[src/rtl/marker_scan_ctrl.sv]
`timescale 1ns/1ps
`default_nettype none
// +----------------------------------------------------------------------------+
// | Module      : marker_scan_ctrl                                             |
// | Description : Frame-level controller for a row stripe marker detector.     |
// |               Tracks vertical runs of per-row detections whose columns     |
// |               stay within COORD_TOL, keeps the lowest-score qualified run  |
// |               of the frame and reports it through a valid/ready handshake. |
// | Revision    : 1.0 - initial release                                        |
// +----------------------------------------------------------------------------+
// | Ports                                                                      |
// |   clk_in            in   1   pixel clock, rising edge                      |
// |   rst_in            in   1   asynchronous active-high reset                |
// |   pix_valid_in      in   1   current pixel is inside the active area       |
// |   hcount_in         in  11   column of current pixel                       |
// |   vcount_in         in  10   row of current pixel                          |
// |   det_rst_out       out  1   registered reset to the row detector          |
// |   det_done_in       in   1   detector completed a marker in this row       |
// |   det_coord_in      in  11   detector centre column                        |
// |   det_prob_in       in  11   detector not-target score, lower is better    |
// |   result_valid_out  out  1   frame result available                        |
// |   result_ready_in   in   1   consumer accepts result                       |
// |   result_found_out  out  1   a qualified candidate exists                  |
// |   result_x_out      out 11   best candidate column                         |
// |   result_y_out      out 10   best candidate centre row                     |
// |   result_prob_out   out 11   best candidate score (7FF when none)          |
// +----------------------------------------------------------------------------+
module marker_scan_ctrl #(
  parameter int H_ACTIVE  = 1024,
  parameter int V_ACTIVE  = 768,
  parameter int COORD_TOL = 8,
  parameter int MIN_ROWS  = 3
) (
  input  logic        clk_in,
  input  logic        rst_in,
  input  logic        pix_valid_in,
  input  logic [10:0] hcount_in,
  input  logic [9:0]  vcount_in,
  output logic        det_rst_out,
  input  logic        det_done_in,
  input  logic [10:0] det_coord_in,
  input  logic [10:0] det_prob_in,
  output logic        result_valid_out,
  input  logic        result_ready_in,
  output logic        result_found_out,
  output logic [10:0] result_x_out,
  output logic [9:0]  result_y_out,
  output logic [10:0] result_prob_out
);

  localparam logic [10:0] c_H_LAST    = 11'(H_ACTIVE - 1);
  localparam logic [9:0]  c_V_LAST    = 10'(V_ACTIVE - 1);
  localparam logic [10:0] c_TOL       = 11'(COORD_TOL);
  localparam logic [3:0]  c_MIN_LEN   = 4'(MIN_ROWS);
  localparam logic [3:0]  c_LEN_MAX   = 4'd15;
  localparam logic [10:0] c_PROB_NONE = 11'h7FF;

  typedef enum logic [1:0] {
    ST_IDLE   = 2'd0,
    ST_SCAN   = 2'd1,
    ST_DRAIN  = 2'd2,
    ST_REPORT = 2'd3
  } state_t;

  state_t      state_q;
  logic        det_rst_q;
  logic [3:0]  run_len_q;
  logic [10:0] run_x_q;
  logic [10:0] run_prob_q;
  logic [9:0]  last_row_q;
  logic        upd_pend_q;
  logic        best_found_q;
  logic [10:0] best_x_q;
  logic [9:0]  best_y_q;
  logic [10:0] best_prob_q;
  logic        res_valid_q;
  logic        res_found_q;
  logic [10:0] res_x_q;
  logic [9:0]  res_y_q;
  logic [10:0] res_prob_q;

  logic        best_found_d;
  logic [10:0] best_x_d;
  logic [9:0]  best_y_d;
  logic [10:0] best_prob_d;

  logic        w_row_end;
  logic        w_frame_start;
  logic        w_frame_end;
  logic        w_accept;
  logic        w_extend;
  logic        w_take_best;
  logic [10:0] w_dx;

  assign w_row_end     = pix_valid_in && (hcount_in == c_H_LAST);
  assign w_frame_start = pix_valid_in && (hcount_in == 11'd0) && (vcount_in == 10'd0);
  assign w_frame_end   = w_row_end && (vcount_in == c_V_LAST);

  // run_len_q is never 0 after the first accepted detection of a frame, so
  // "same row as last_row_q" alone identifies a repeated pulse in this row.
  assign w_accept = det_done_in && (state_q == ST_SCAN) && !det_rst_q &&
                    !((run_len_q != 4'd0) && (vcount_in == last_row_q));

  assign w_dx = (det_coord_in >= run_x_q) ? (det_coord_in - run_x_q)
                                          : (run_x_q - det_coord_in);

  // Row adjacency compared at 11 bits so last_row_q = 1023 cannot wrap to 0.
  assign w_extend = (run_len_q != 4'd0) &&
                    ({1'b0, vcount_in} == ({1'b0, last_row_q} + 11'd1)) &&
                    (w_dx <= c_TOL);

  // Evaluated the cycle after a run update, on the registered run state.
  assign w_take_best = upd_pend_q && (run_len_q >= c_MIN_LEN) &&
                       (!best_found_q || (run_prob_q < best_prob_q));

  // Next best is also what gets loaded into the result registers in DRAIN,
  // so an update pending from the final row is never lost.
  always_comb begin
    best_found_d = best_found_q;
    best_x_d     = best_x_q;
    best_y_d     = best_y_q;
    best_prob_d  = best_prob_q;
    if (w_take_best) begin
      best_found_d = 1'b1;
      best_x_d     = run_x_q;
      best_y_d     = last_row_q - {7'd0, run_len_q[3:1]};
      best_prob_d  = run_prob_q;
    end
  end

  always_ff @(posedge clk_in or posedge rst_in) begin
    if (rst_in) begin
      state_q      <= ST_IDLE;
      det_rst_q    <= 1'b1;
      run_len_q    <= 4'd0;
      run_x_q      <= 11'd0;
      run_prob_q   <= c_PROB_NONE;
      last_row_q   <= 10'd0;
      upd_pend_q   <= 1'b0;
      best_found_q <= 1'b0;
      best_x_q     <= 11'd0;
      best_y_q     <= 10'd0;
      best_prob_q  <= c_PROB_NONE;
      res_valid_q  <= 1'b0;
      res_found_q  <= 1'b0;
      res_x_q      <= 11'd0;
      res_y_q      <= 10'd0;
      res_prob_q   <= c_PROB_NONE;
    end else begin
      upd_pend_q   <= 1'b0;
      best_found_q <= best_found_d;
      best_x_q     <= best_x_d;
      best_y_q     <= best_y_d;
      best_prob_q  <= best_prob_d;

      case (state_q)
        ST_IDLE: begin
          det_rst_q <= 1'b1;
          if (w_frame_start) begin
            state_q      <= ST_SCAN;
            det_rst_q    <= 1'b0;
            run_len_q    <= 4'd0;
            run_x_q      <= 11'd0;
            run_prob_q   <= c_PROB_NONE;
            last_row_q   <= 10'd0;
            best_found_q <= 1'b0;
            best_x_q     <= 11'd0;
            best_y_q     <= 10'd0;
            best_prob_q  <= c_PROB_NONE;
          end
        end

        ST_SCAN: begin
          if (w_accept) begin
            upd_pend_q <= 1'b1;
            last_row_q <= vcount_in;
            run_x_q    <= det_coord_in;
            if (w_extend) begin
              if (run_len_q != c_LEN_MAX) begin
                run_len_q <= run_len_q + 4'd1;
              end
              if (det_prob_in < run_prob_q) begin
                run_prob_q <= det_prob_in;
              end
            end else begin
              run_len_q  <= 4'd1;
              run_prob_q <= det_prob_in;
            end
          end
          if (w_frame_end) begin
            state_q   <= ST_DRAIN;
            det_rst_q <= 1'b1;
          end else begin
            // One-cycle detector reset between rows.
            det_rst_q <= w_row_end;
          end
        end

        ST_DRAIN: begin
          det_rst_q   <= 1'b1;
          state_q     <= ST_REPORT;
          res_valid_q <= 1'b1;
          res_found_q <= best_found_d;
          res_x_q     <= best_x_d;
          res_y_q     <= best_y_d;
          res_prob_q  <= best_prob_d;
        end

        ST_REPORT: begin
          det_rst_q <= 1'b1;
          if (result_ready_in) begin
            state_q     <= ST_IDLE;
            res_valid_q <= 1'b0;
            res_found_q <= 1'b0;
            res_x_q     <= 11'd0;
            res_y_q     <= 10'd0;
            res_prob_q  <= c_PROB_NONE;
          end
        end

        default: begin
          state_q   <= ST_IDLE;
          det_rst_q <= 1'b1;
        end
      endcase
    end
  end

  assign det_rst_out      = det_rst_q;
  assign result_valid_out = res_valid_q;
  assign result_found_out = res_found_q;
  assign result_x_out     = res_x_q;
  assign result_y_out     = res_y_q;
  assign result_prob_out  = res_prob_q;

endmodule
`default_nettype wire

[config.mk]
export PLATFORM = sky130hd
export DESIGN_NAME = marker_scan_ctrl
export DESIGN_NICKNAME = d
export VERILOG_FILES = /design/src/rtl/marker_scan_ctrl.sv
export SDC_FILE = /design/constraint.sdc
export NUM_CORES = 1
export LEC_CHECK = 0
export CORE_MARGIN = 3
export CORE_UTILIZATION = 51
export DETAILED_ROUTE_END_ITERATION = 7
export PLACE_DENSITY = 0.86
export SYNTH_ARGS = -nofsm -noshare
export SYNTH_HDL_FRONTEND = slang
export SYNTH_SLANG_ARGS = --single-unit
export TNS_END_PERCENT = 1
[constraint.sdc]
create_clock -name clk_in -period 3.5 [get_ports clk_in]
set_input_delay 0.7 -clock clk_in [delete_from_list [all_inputs] [get_ports clk_in]]
set_output_delay 0.7 -clock clk_in [all_outputs]
set_load 0.05 [all_outputs]
==> key figures, run 1 <==
Outcome
  – Status: complete, no violations

Synth
  – Post-Syn Area per Cell: 9.07 sq um
  – Mapped Area: 6820 sq um
  – Post-synth EDFFs: 0
  – Mapped Cells: 752
  – Synth area leader: dfrtp_1
  – Seq/Total Area, Yosys: 39.9%
  – Synth Warn #: 0
  – Top FF cell, synth: dfrtp_1
  – Synth unique cells: 72
  – Largest cells by area after synthesis: dfrtp_1 27%, dfstp_2 13%, ha_1 9.4%
  – Fraction of registers with async set/reset: 100%
  – Register bit total from synthesis: 107
  – Synth Net Count: 852
  – Post-synth top area share: between 20% and 30%

Setup path
  – CP Class: in -> reg
  – Crit end category: flop
  – Worst-path fanout max: 17
  – Reg2reg path depth: 10
  – Req. time, crit path: 3770 ps
  – Critical path arrival: 3760 ps
  – Startpoint Class: input port

Route
  – Metal-1 WL: ~7.8 mm
  – Post-DR vias/cell: 5.86
  – Met3 wire length: approximately 1.3 mm
  – DRT Pass-1 Iters: 6
  – Final WL: 17.8 mm
  – Highest routed layer: met4
  – Remaining antenna violation count: 0
  – Remaining DRCs: 0
  – Vias: 6226
  – Initial detailed-routing violation count: 585
  – Met2 WL post-DR: 8.32 mm
  – WL/cell: 16.8 microns

Timing
  – Setup Skew: 9.36 ps
  – Post-route clock period utilization: 99.7%
  – Final hold violation count: 0
  – Max Fclk: 287 MHz
  – Minimum clock period: 3490 ps
  – Least-Margin Pin Slew: 1190 ps
  – Hold WS: 481 ps
  – Worst rel slew slack: 20.6%
  – Setup violators final: 0
  – Fin. max-slew vios: 0

Clock network
  – Max clock buf depth: 2
  – Root Buffer: clkbuf_16
  – Clock latency on the worst-skew pair: 350 ps
  – CTS tree: built
  – Number of CTS-inserted buffers: 9
  – Clk slew on worst S/H paths: 70 ps
  – CTS Sinks: 107
  – CTS H-tree depth: 3

Floorplanning
  – Die height: 122 microns
  – Die ar.: roughly 15000 sq um
  – I/O pins: between 80 and 90
  – Core area: ~13000 sq um
  – Cell row count: 41
  – Die Width: 122 microns
  – Initial core utilization: 53.2%

Place
  – Detail Placement HPWL: 13.1 mm
  – Port bufs: 82
  – Area post-placement: roughly 8300 sq um
  – Placer Congestion: 0.926

Layout
  – Area Growth Syn to Fin: 28.1%
  – Most common cell after layout, fill and taps aside: nand2_1
  – # nets final: 985
  – Final Instance Area: 8740 sq um
  – Most frequent cells in the layout: 83 x nand2_1, 79 x clkdlybuf4s50_1, 79 x buf_4, 73 x dfrtp_1
  – Number of diodes: 0
  – Layout cells sized above 1: 20.0%

Global routing
  – Largest net degree at the start of global routing: 53
  – Gr usage total: 24.3%
  – Initial antenna violation count: 0
  – Vias in the first global route: a little under 6000
  – Remaining global-route overflow: 0
  – First-pass GRT wire length: 28.9 mm

Pwr
  – Power density cells: approximately 850 nW/um^2
  – LEAKAGE: 4.10 nW
  – Max VDD drop: 0.000450 V

Worst hold path
  – Worst Hold Class: reg -> reg
  – Hold Path Stages: 2

Flow run
  – Max Cap Viol: 0
[metal layers]
| metal | vias to the layer above | track usage [%] |
|---|---|---|
| met5 | - | 0 |
| met3 | 40 | 4.32 |
| met4 | 0 | 6.51 |
| li1 | 2933 | - |
| met2 | 272 | 39.3 |
| met1 | 2981 | 34.0 |
[cell usage after synthesis (all sizes together), types with 4 or more instances]
master / n
mux2i: 32
mux2: 5
nor4: 9
nor3: 16
o2111ai: 6
nand3: 37
and3: 5
a21oi: 42
nand2: 83
buf: 17
o21ai: 53
xor2: 13
nand4: 10
nor2: 59
nand2b: 10
xnor2: 11
nand4b: 11
a21o: 7
clkbuf: 24
o311a: 8
dfstp: 34
o21a: 8
a211oi: 5
and2: 5
nor2b: 4
ha: 51
dfrtp: 73
inv: 58
[registers in the layout, indices dropped and copies added (netlist names), 2 cells and up]
name,cells
best_prob_q,11
best_x_q,11
best_y_q,10
last_row_q,10
result_prob_out,11
result_x_out,11
result_y_out,10
run_len_q,4
run_prob_q,11
run_x_q,11
state_q,2
[where the power goes]
group,internal (mW),switching (mW)
Clock,0.480,0.446
Sequential,1.76,0.419
Combinational,1.74,2.59
Total,3.98,3.45
[cell families after synthesis]
group / Yosys count / synth area share (%)
AOI/OAI and AO/OA: 164 / 16.1
xor gates and xnor gates: 24 / 3.19
adders and majority gates: 52 / 9.65
buffers and inverters: 100 / 5.98
DFF: 107 / 39.9
muxes: 37 / 5.52
and+or+nand+nor: 268 / 19.6
[cell type report]
type                       count  area (sq um)
sequential                   107          2720
clock inverter                 5          30.0
timing repair buffer         163          1460
clock buffer                  11           233
fill                         948          4090
tap                          172           215
inverter                      59           224
multi-input combinational    545          3850
[critical path: stages]
cell and delay (ps):
clkdlybuf4s50_1 420, buf_4 140, ha_1 250, a211o_1 310, a21oi_2 190, a21oi_1 110, a311oi_2 270, o311ai_2 200
o41ai_4 400, nand4_4 170, buf_12 190, buf_4 130, o311a_1 280
[per-stage QoR]
| step | cells | setup slack, ps | TNS (ps) | power [mW] | util [%] |
|---|---|---|---|---|---|
| floorplan | 752 | 39.0 | 0 | 4.85 | - |
| global placement | 1042 | -367 | -4250 | 6.15 | 64.6 |
| detailed placement | 1042 | -441 | -5150 | 6.28 | 64.6 |
| CTS | 1058 | 30.6 | 0 | 7.26 | 66.9 |
| global route | 1062 | -103 | -611 | 7.93 | 68.1 |
| finish | 1062 | 12.0 | 0 | 7.44 | 68.1 |
[worst paths after layout]
kind,from,end,slack (ps)
max in group asynchronous,rst_in,result_prob_out[1]$_DFFE_PP1P_,1900
min,result_y_out[1]$_DFFE_PP0P_,result_y_out[1]$_DFFE_PP0P_,480
max,det_coord_in[8],run_prob_q[0]$_DFFE_PP1P_,10
min reg2reg,result_y_out[1]$_DFFE_PP0P_,result_y_out[1]$_DFFE_PP0P_,480
max reg2reg,best_prob_q[1]$_DFF_PP1_,result_x_out[7]$_DFFE_PP0P_,230
min in group asynchronous,rst_in,result_found_out$_DFFE_PP0P_,810
[repair_timing]
action                     CTS  global route
setup buffers                0             4
resized for setup            5            29
setup endpoints to repair    9            15
hold endpoints to repair     0             0
hold buffers                 0             0
pin swaps                    2             7
Note: power is estimated with default switching activity, not from simulation.
==> inputs of run 2 (changes only) <==
--- a/config.mk
+++ b/config.mk
@@ -8,6 +8,7 @@
 export CORE_MARGIN = 3
 export CORE_UTILIZATION = 51
 export DETAILED_ROUTE_END_ITERATION = 7
+export GPL_TIMING_DRIVEN = 0
 export PLACE_DENSITY = 0.86
 export SYNTH_ARGS = -nofsm -noshare
 export SYNTH_HDL_FRONTEND = slang
==> key figures, run 2 (synthesis results as in run 1) <==
Outcome
  – Status: complete, no violations (unchanged)

Floorplanning
  – Core area: 12800 sq um (unchanged)
  – Cell row count: 41 (unchanged)
  – Die Width: 122 microns (unchanged)
  – Die height: 122 microns (unchanged)
  – I/O pins: 83 (unchanged)
  – Die ar.: 14800 sq um (unchanged)
  – Initial core utilization: 53.2% (unchanged)

Layout
  – # nets final: 958 (was 985)
  – Fill cells: 988 (was 948)
  – Most frequent cells in the layout: 83 x nand2_1, 77 x clkdlybuf4s50_1, 73 x dfrtp_1, 57 x inv_1, 56 x nor2_1 (was 83 x nand2_1, 79 x clkdlybuf4s50_1, 79 x buf_4, 73 x dfrtp_1)
  – Multi-input gate area: 3860 sq um (was 3850 sq um)
  – Final Instance Area: 8470 sq um (was 8740 sq um)
  – Layout cells sized above 1: 14.9% (was 20.0%)
  – Number of diodes: 0 (unchanged)
  – Area Growth Syn to Fin: 24.3% (was 28.1%)
  – Most common cell after layout, fill and taps aside: nand2_1 (unchanged)
  – Fin util: 66.1% (was 68.1%)
  – Storage element area: 2720 sq um (unchanged)

Timing
  – Fin. max-slew vios: 0 (unchanged)
  – Setup Skew: 10.8 ps (was 9.36 ps)
  – Least-Margin Pin Slew: 838 ps (was 1190 ps)
  – RSZ-0062 raised after global routing: yes
  – Max Fclk: 287 MHz (about the same)
  – Final worst slack: 21.1 ps (was 12.0 ps)
  – Minimum clock period: 3480 ps (was 3490 ps)
  – Setup violators final: 0 (unchanged)
  – Setup_tns: 0 ps (unchanged)
  – Worst rel slew slack: 44.1% (was 20.6%)
  – Post-route clock period utilization: 99.4% (was 99.7%)
  – Final hold violation count: 0 (unchanged)

Pwr
  – Power density cells: 875 nW/um^2 (was 851 nW/um^2)
  – Max VDD drop: 0.000523 V (was 0.000450 V)
  – LEAKAGE: 3.89 nW (was 4.10 nW)

Place
  – Detail Placement HPWL: 13.0 mm (was 13.1 mm)
  – Area post-placement: 7890 sq um (was 8280 sq um)
  – Placer Congestion: 0.960 (was 0.926)
  – Place WS: -819 ps (was -441 ps)
  – Port bufs: 82 (unchanged)

Route
  – Vias: 6137 (was 6226)
  – Initial detailed-routing violation count: 485 (was 585)
  – Post-DR vias/cell: 5.93 (was 5.86)
  – Remaining DRCs: 0 (unchanged)
  – Remaining antenna violation count: 0 (unchanged)
  – Final WL: 18.1 mm (was 17.8 mm)
  – DRT Pass-1 Iters: 5 (was 6)
  – WL/cell: 17.4 microns (was 16.8 microns)

Flow run
  – Max Cap Viol: 0 (unchanged)

Worst hold path
  – Worst Hold Class: reg -> reg (unchanged)
  – Worst hold start: result_x_out[6]$_DFFE_PP0P_ (was result_y_out[1]$_DFFE_PP0P_)

Setup path
  – Reg2reg path depth: 10 (unchanged)
  – CP Class: in -> reg (unchanged)
  – CP Launch Point: det_coord_in[7] (was det_coord_in[8])
  – FF-to-FF Start: last_row_q[1]$_DFFE_PP0P_ (was best_prob_q[1]$_DFF_PP1_)
  – Req. time, crit path: 3770 ps (about the same)
  – Startpoint Class: input port (unchanged)
  – Setup crit end: run_prob_q[7]$_DFFE_PP1P_ (was run_prob_q[0]$_DFFE_PP1P_)
  – Critical path arrival: 3750 ps (was 3760 ps)
  – Reg2reg setup slack: 240 ps (was 230 ps)
  – FF-to-FF End: run_prob_q[7]$_DFFE_PP1P_ (was result_x_out[7]$_DFFE_PP0P_)
  – Worst-path fanout max: 10 (was 17)
  – Crit end category: flop (unchanged)

Global routing
  – Gr usage total: 24.6% (was 24.3%)
  – Initial antenna violation count: 0 (unchanged)
  – Remaining global-route overflow: 0 (unchanged)
  – Met1 Resource Use GR: 34.2% (was 34.0%)
  – Vias in the first global route: 5925 (was 5905)
  – GR Layer Usage met3: 3.25% (was 4.32%)
  – Largest net degree at the start of global routing: 68 (was 53)
  – GR peak layer: met2 (unchanged)
  – First-pass GRT wire length: 29.2 mm (was 28.9 mm)
  – Met2 usage: 40.0% (was 39.3%)

Clock network
  – CTS H-tree depth: 3 (unchanged)
  – Clk slew on worst S/H paths: 80 ps (was 70 ps)
  – Number of CTS-inserted buffers: 9 (unchanged)
  – Root Buffer: clkbuf_16 (unchanged)
  – Hold buffers post-CTS: 0 (unchanged)
  – Max clock buf depth: 2 (unchanged)
  – CTS Sinks: 107 (unchanged)
  – CTS tree: built (unchanged)
  – Clock latency on the worst-skew pair: 350 ps (about the same)
## run 2: cell types whose count changed in the layout (fill, tap and decap cells not counted), sizes merged
cell / before / now
buf: 81 / 29
clkbuf: 11 / 33
dlygate4sd2: 0 / 4
clkdlybuf4s50: 79 / 77
dlymetal6s2s: 3 / 1
clkinvlp: 1 / 2
inv: 58 / 59
nand4: 10 / 11
## run 2: how the worst min path moves through the flow
stage                             endpoint  slack [ps]  cells after the start
3_3_place_gp   result_y_out[4]$_DFFE_PP0P_         460                      2
3_5_place_dp   result_x_out[6]$_DFFE_PP0P_         470                      2
5_1_grt        result_x_out[6]$_DFFE_PP0P_         510                      2
4_1_cts        result_x_out[6]$_DFFE_PP0P_         490                      2
2_1_floorplan   run_prob_q[10]$_DFFE_PP1P_         480                      2
6_report       result_x_out[6]$_DFFE_PP0P_         490                      2
## run 2: critical path, cell delays in order
cell and delay [ps]:
clkdlybuf4s50_1 500, inv_1 80, ha_4 290, buf_4 200, nand4_1 220, a311oi_2 340
o311ai_2 170, o41ai_4 370, buf_6 180, nand4_4 170, buf_4 190, o311a_2 330
## run 2: metrics by stage
step | hold WS, ps | power, mW | std cells
detailed placement | 470 | 6.02 | 1007
global route | 510 | 7.89 | 1035
CTS | 489 | 7.30 | 1033
finish | 485 | 7.42 | 1035
global placement | 465 | 5.90 | 1006
floorplan | 478 | 4.85 | 752
## run 2: repair_timing
item / 4_1_cts / 5_1_grt
pin swaps: 9 / 7
setup buffers: 8 / 2
cloned: 2 / 0
endpoints found under the setup margin: 15 / 33
gates resized for setup: 36 / 16
## run 2: layout make-up
| class | instances | share of cell area, % |
|---|---|---|
| Multi-Input combinational cell | 546 | 45.6 |
| Sequential cell | 107 | 32.1 |
| Clock buffer | 9 | 2.66 |
| Clock inverter | 7 | 0.989 |
| Inverter | 59 | 2.64 |
| Buffer | 41 | 2.51 |
| Tap cell | 172 | 2.54 |
| Timing Repair Buffer | 94 | 11.0 |
## run 2: where the power goes
part	switching [mW]	total [mW]	internal, mW
registers	0.338	2.10	1.76
clock network	0.522	1.03	0.508
logic	2.72	4.28	1.56
## run 2: metal layers
metal	part of all wire [%]	routed length [microns]
met5	0	0
met2	47	8510
met4	3.0	537
met3	5.8	1040
met1	44	7960
==> inputs of run 3 (changes only) <==
--- a/config.mk
+++ b/config.mk
@@ -5,8 +5,10 @@
 export SDC_FILE = /design/constraint.sdc
 export NUM_CORES = 1
 export LEC_CHECK = 0
+export CELL_PAD_IN_SITES_DETAIL_PLACEMENT = 1
+export CELL_PAD_IN_SITES_GLOBAL_PLACEMENT = 1
 export CORE_MARGIN = 3
-export CORE_UTILIZATION = 51
+export CORE_UTILIZATION = 39
 export DETAILED_ROUTE_END_ITERATION = 7
 export GPL_TIMING_DRIVEN = 0
 export PLACE_DENSITY = 0.86
==> key figures, run 3 (synthesis results as in run 1) <==
Timing
  – RSZ-0062 raised after global routing: yes (unchanged)
  – Post-route clock period utilization: 99.7% (was 99.4%)
  – Fin. max-slew vios: 0 (unchanged)
  – Setup violators final: 0 (unchanged)
  – Max Fclk: 287 MHz (about the same)
  – Worst rel slew slack: 41.3% (was 44.1%)
  – Final hold violation count: 0 (unchanged)
  – Hold WS: 483 ps (was 485 ps)
  – Minimum clock period: 3490 ps (was 3480 ps)
  – Setup Skew: 8.17 ps (was 10.8 ps)
  – Least-Margin Pin Slew: 881 ps (was 838 ps)

Clock network
  – Number of CTS-inserted buffers: 9 (unchanged)
  – Max clock buf depth: 2 (unchanged)
  – Clk slew on worst S/H paths: 70 ps (was 80 ps)
  – Hold buffers post-CTS: 0 (unchanged)
  – CTS tree: built (unchanged)
  – CTS H-tree depth: 3 (unchanged)
  – CTS Sinks: 107 (unchanged)
  – Root Buffer: clkbuf_16 (unchanged)
  – Clock latency on the worst-skew pair: 360 ps (was 350 ps)

Setup path
  – Slowest-stage cell, CP: clkdlybuf4s50_1 (unchanged)
  – Most used cell, CP: clkbuf_1 (was buf_4)
  – Critical path arrival: 3690 ps (was 3750 ps)
  – Worst-path fanout max: 10 (unchanged)
  – Crit end category: flop (unchanged)
  – Critical-path cell list: clkdlybuf4s50_1 -> or4_1 -> nor3_1 -> nand2b_1 -> o21a_1 -> clkbuf_1 -> clkbuf_1 -> o21ai_0 (was clkdlybuf4s50_1 -> inv_1 -> ha_4 -> buf_4 -> nand4_1 -> a311oi_2 -> o311ai_2 -> o41ai_4 -> buf_6 -> nand4_4 -> buf_4 -> o311a_2)
  – Req. time, crit path: 3700 ps (was 3770 ps)
  – Buf/Inv on CP: 3 (was 5)
  – Crit-path max cell delay: 560 ps (was 500 ps)
  – Family with the most delay on the worst path: buffers and inverters (was compound AO/OA/AOI/OAI gates)
  – Startpoint Class: input port (unchanged)
  – CP Class: in -> reg (unchanged)

Place
  – Port bufs: 82 (unchanged)
  – Detail Placement HPWL: 15.4 mm (was 13.0 mm)
  – Placer Congestion: 0.903 (was 0.960)
  – Placed Cells: 1055 (was 1007)

Route
  – Remaining antenna violation count: 0 (unchanged)
  – DRT Pass-1 Iters: 4 (was 5)
  – Final WL: 21.3 mm (was 18.1 mm)
  – Remaining DRCs: 0 (unchanged)
  – Post-DR vias/cell: 5.73 (was 5.93)
  – Vias: 6199 (was 6137)
  – Initial detailed-routing violation count: 241 (was 485)
  – WL/cell: 19.7 microns (was 17.4 microns)

Pwr
  – LEAKAGE: 3.93 nW (was 3.89 nW)
  – Max VDD drop: 0.000540 V (was 0.000523 V)
  – Power Total: 7.60 mW (was 7.42 mW)
  – Power density cells: 887 nW/um^2 (was 875 nW/um^2)

Layout
  – # nets final: 957 (was 958)
  – Most common cell after layout, fill and taps aside: nand2_1 (unchanged)
  – Area Growth Syn to Fin: 25.7% (was 24.3%)
  – Number of diodes: 0 (unchanged)
  – Most frequent cells in the layout: 83 x nand2_1, 73 x dfrtp_1, 72 x clkdlybuf4s50_1, 57 x inv_1, 56 x nor2_1 (was 83 x nand2_1, 77 x clkdlybuf4s50_1, 73 x dfrtp_1, 57 x inv_1, 56 x nor2_1)
  – Finished Layout Cells: 1082 (was 1035)
  – Fill cells: 1932 (was 988)
  – Layout cells sized above 1: 15.7% (was 14.9%)

Floorplanning
  – Core area: 16800 sq um (was 12800 sq um)
  – Die Width: 138 microns (was 122 microns)
  – Initial core utilization: 40.5% (was 53.2%)
  – Cell row count: 47 (was 41)
  – Die ar.: 19100 sq um (was 14800 sq um)
  – Die height: 138 microns (was 122 microns)
  – I/O pins: 83 (unchanged)

Outcome
  – Status: complete, no violations (unchanged)

Global routing
  – First-pass GRT wire length: 34.1 mm (was 29.2 mm)
  – Gr usage total: 21.9% (was 24.6%)
  – Vias in the first global route: 6476 (was 5925)
  – Initial antenna violation count: 0 (unchanged)
  – Remaining global-route overflow: 0 (unchanged)
  – Largest net degree at the start of global routing: 72 (was 68)

Worst hold path
  – Worst Hold Class: reg -> reg (unchanged)

Flow run
  – Max Cap Viol: 0 (unchanged)
run 3: layer usage:
metal	part of all wire, %	GRT usage [%]	vias to the layer above
met5	0	0	-
met4	3.1	8.42	0
met3	4.6	3.63	48
met2	47	36.1	183
met1	45	29.0	3102
li1	-	-	2866
run 3: report_power, final:
group          internal (mW)  total [mW]  leakage, nW  switching (mW)
combinational           1.63        4.51         2.56            2.88
sequential              1.77        2.12         1.24           0.357
clock                  0.487       0.968        0.126           0.481
run 3: worst paths after layout:
path	depth (start not counted)	endpoint	slack, ps	startpoint
max reg2reg	11	last_row_q[0]$_DFFE_PP0P_	130	run_len_q[1]$_DFFE_PP0P_
max	8	last_row_q[0]$_DFFE_PP0P_	10	vcount_in[2]
min reg2reg	2	result_x_out[10]$_DFFE_PP0P_	480	result_x_out[10]$_DFFE_PP0P_
max in group asynchronous	3	best_prob_q[9]$_DFF_PP1_	2010	rst_in
min in group asynchronous	2	state_q[1]$_DFFE_PP0P_	750	rst_in
min	2	result_x_out[10]$_DFFE_PP0P_	480	result_x_out[10]$_DFFE_PP0P_
run 3: metrics by stage:
step	setup slack (ps)	utilization [%]	setup TNS, ps	cell area (sq um)
global placement	-1690	47.1	-155430	7920
detailed placement	-827	47.2	-15900	7950
global route	-139	51.0	-1000	8570
floorplan	39.0	-	0	6820
CTS	1.18	50.6	0	8510
finish	11.0	51.0	0	8570
run 3: cell type report:
cell class	instances	area, sq um	share of cell area [%]
timing repair buffer	93	940	11.0
clock buffer	11	233	2.72
multi-input combinational	546	3920	45.7
clock inverter	5	37.5	0.438
tap	220	275	3.21
sequential	107	2720	31.7
inverter	59	224	2.61
buffer	41	225	2.63
run 3: what timing repair did:
action                                  4_1_cts  5_1_grt
cloned                                        2        0
setup buffers                                 7        2
endpoints found under the setup margin       15       36
pin swaps                                     9        7
gates resized for setup                      52       22
run 3: tightest hold or removal path: stages (launching register included):
cell	delay, ps
dfrtp_1	350
nand2_1	40
o21ai_0	60
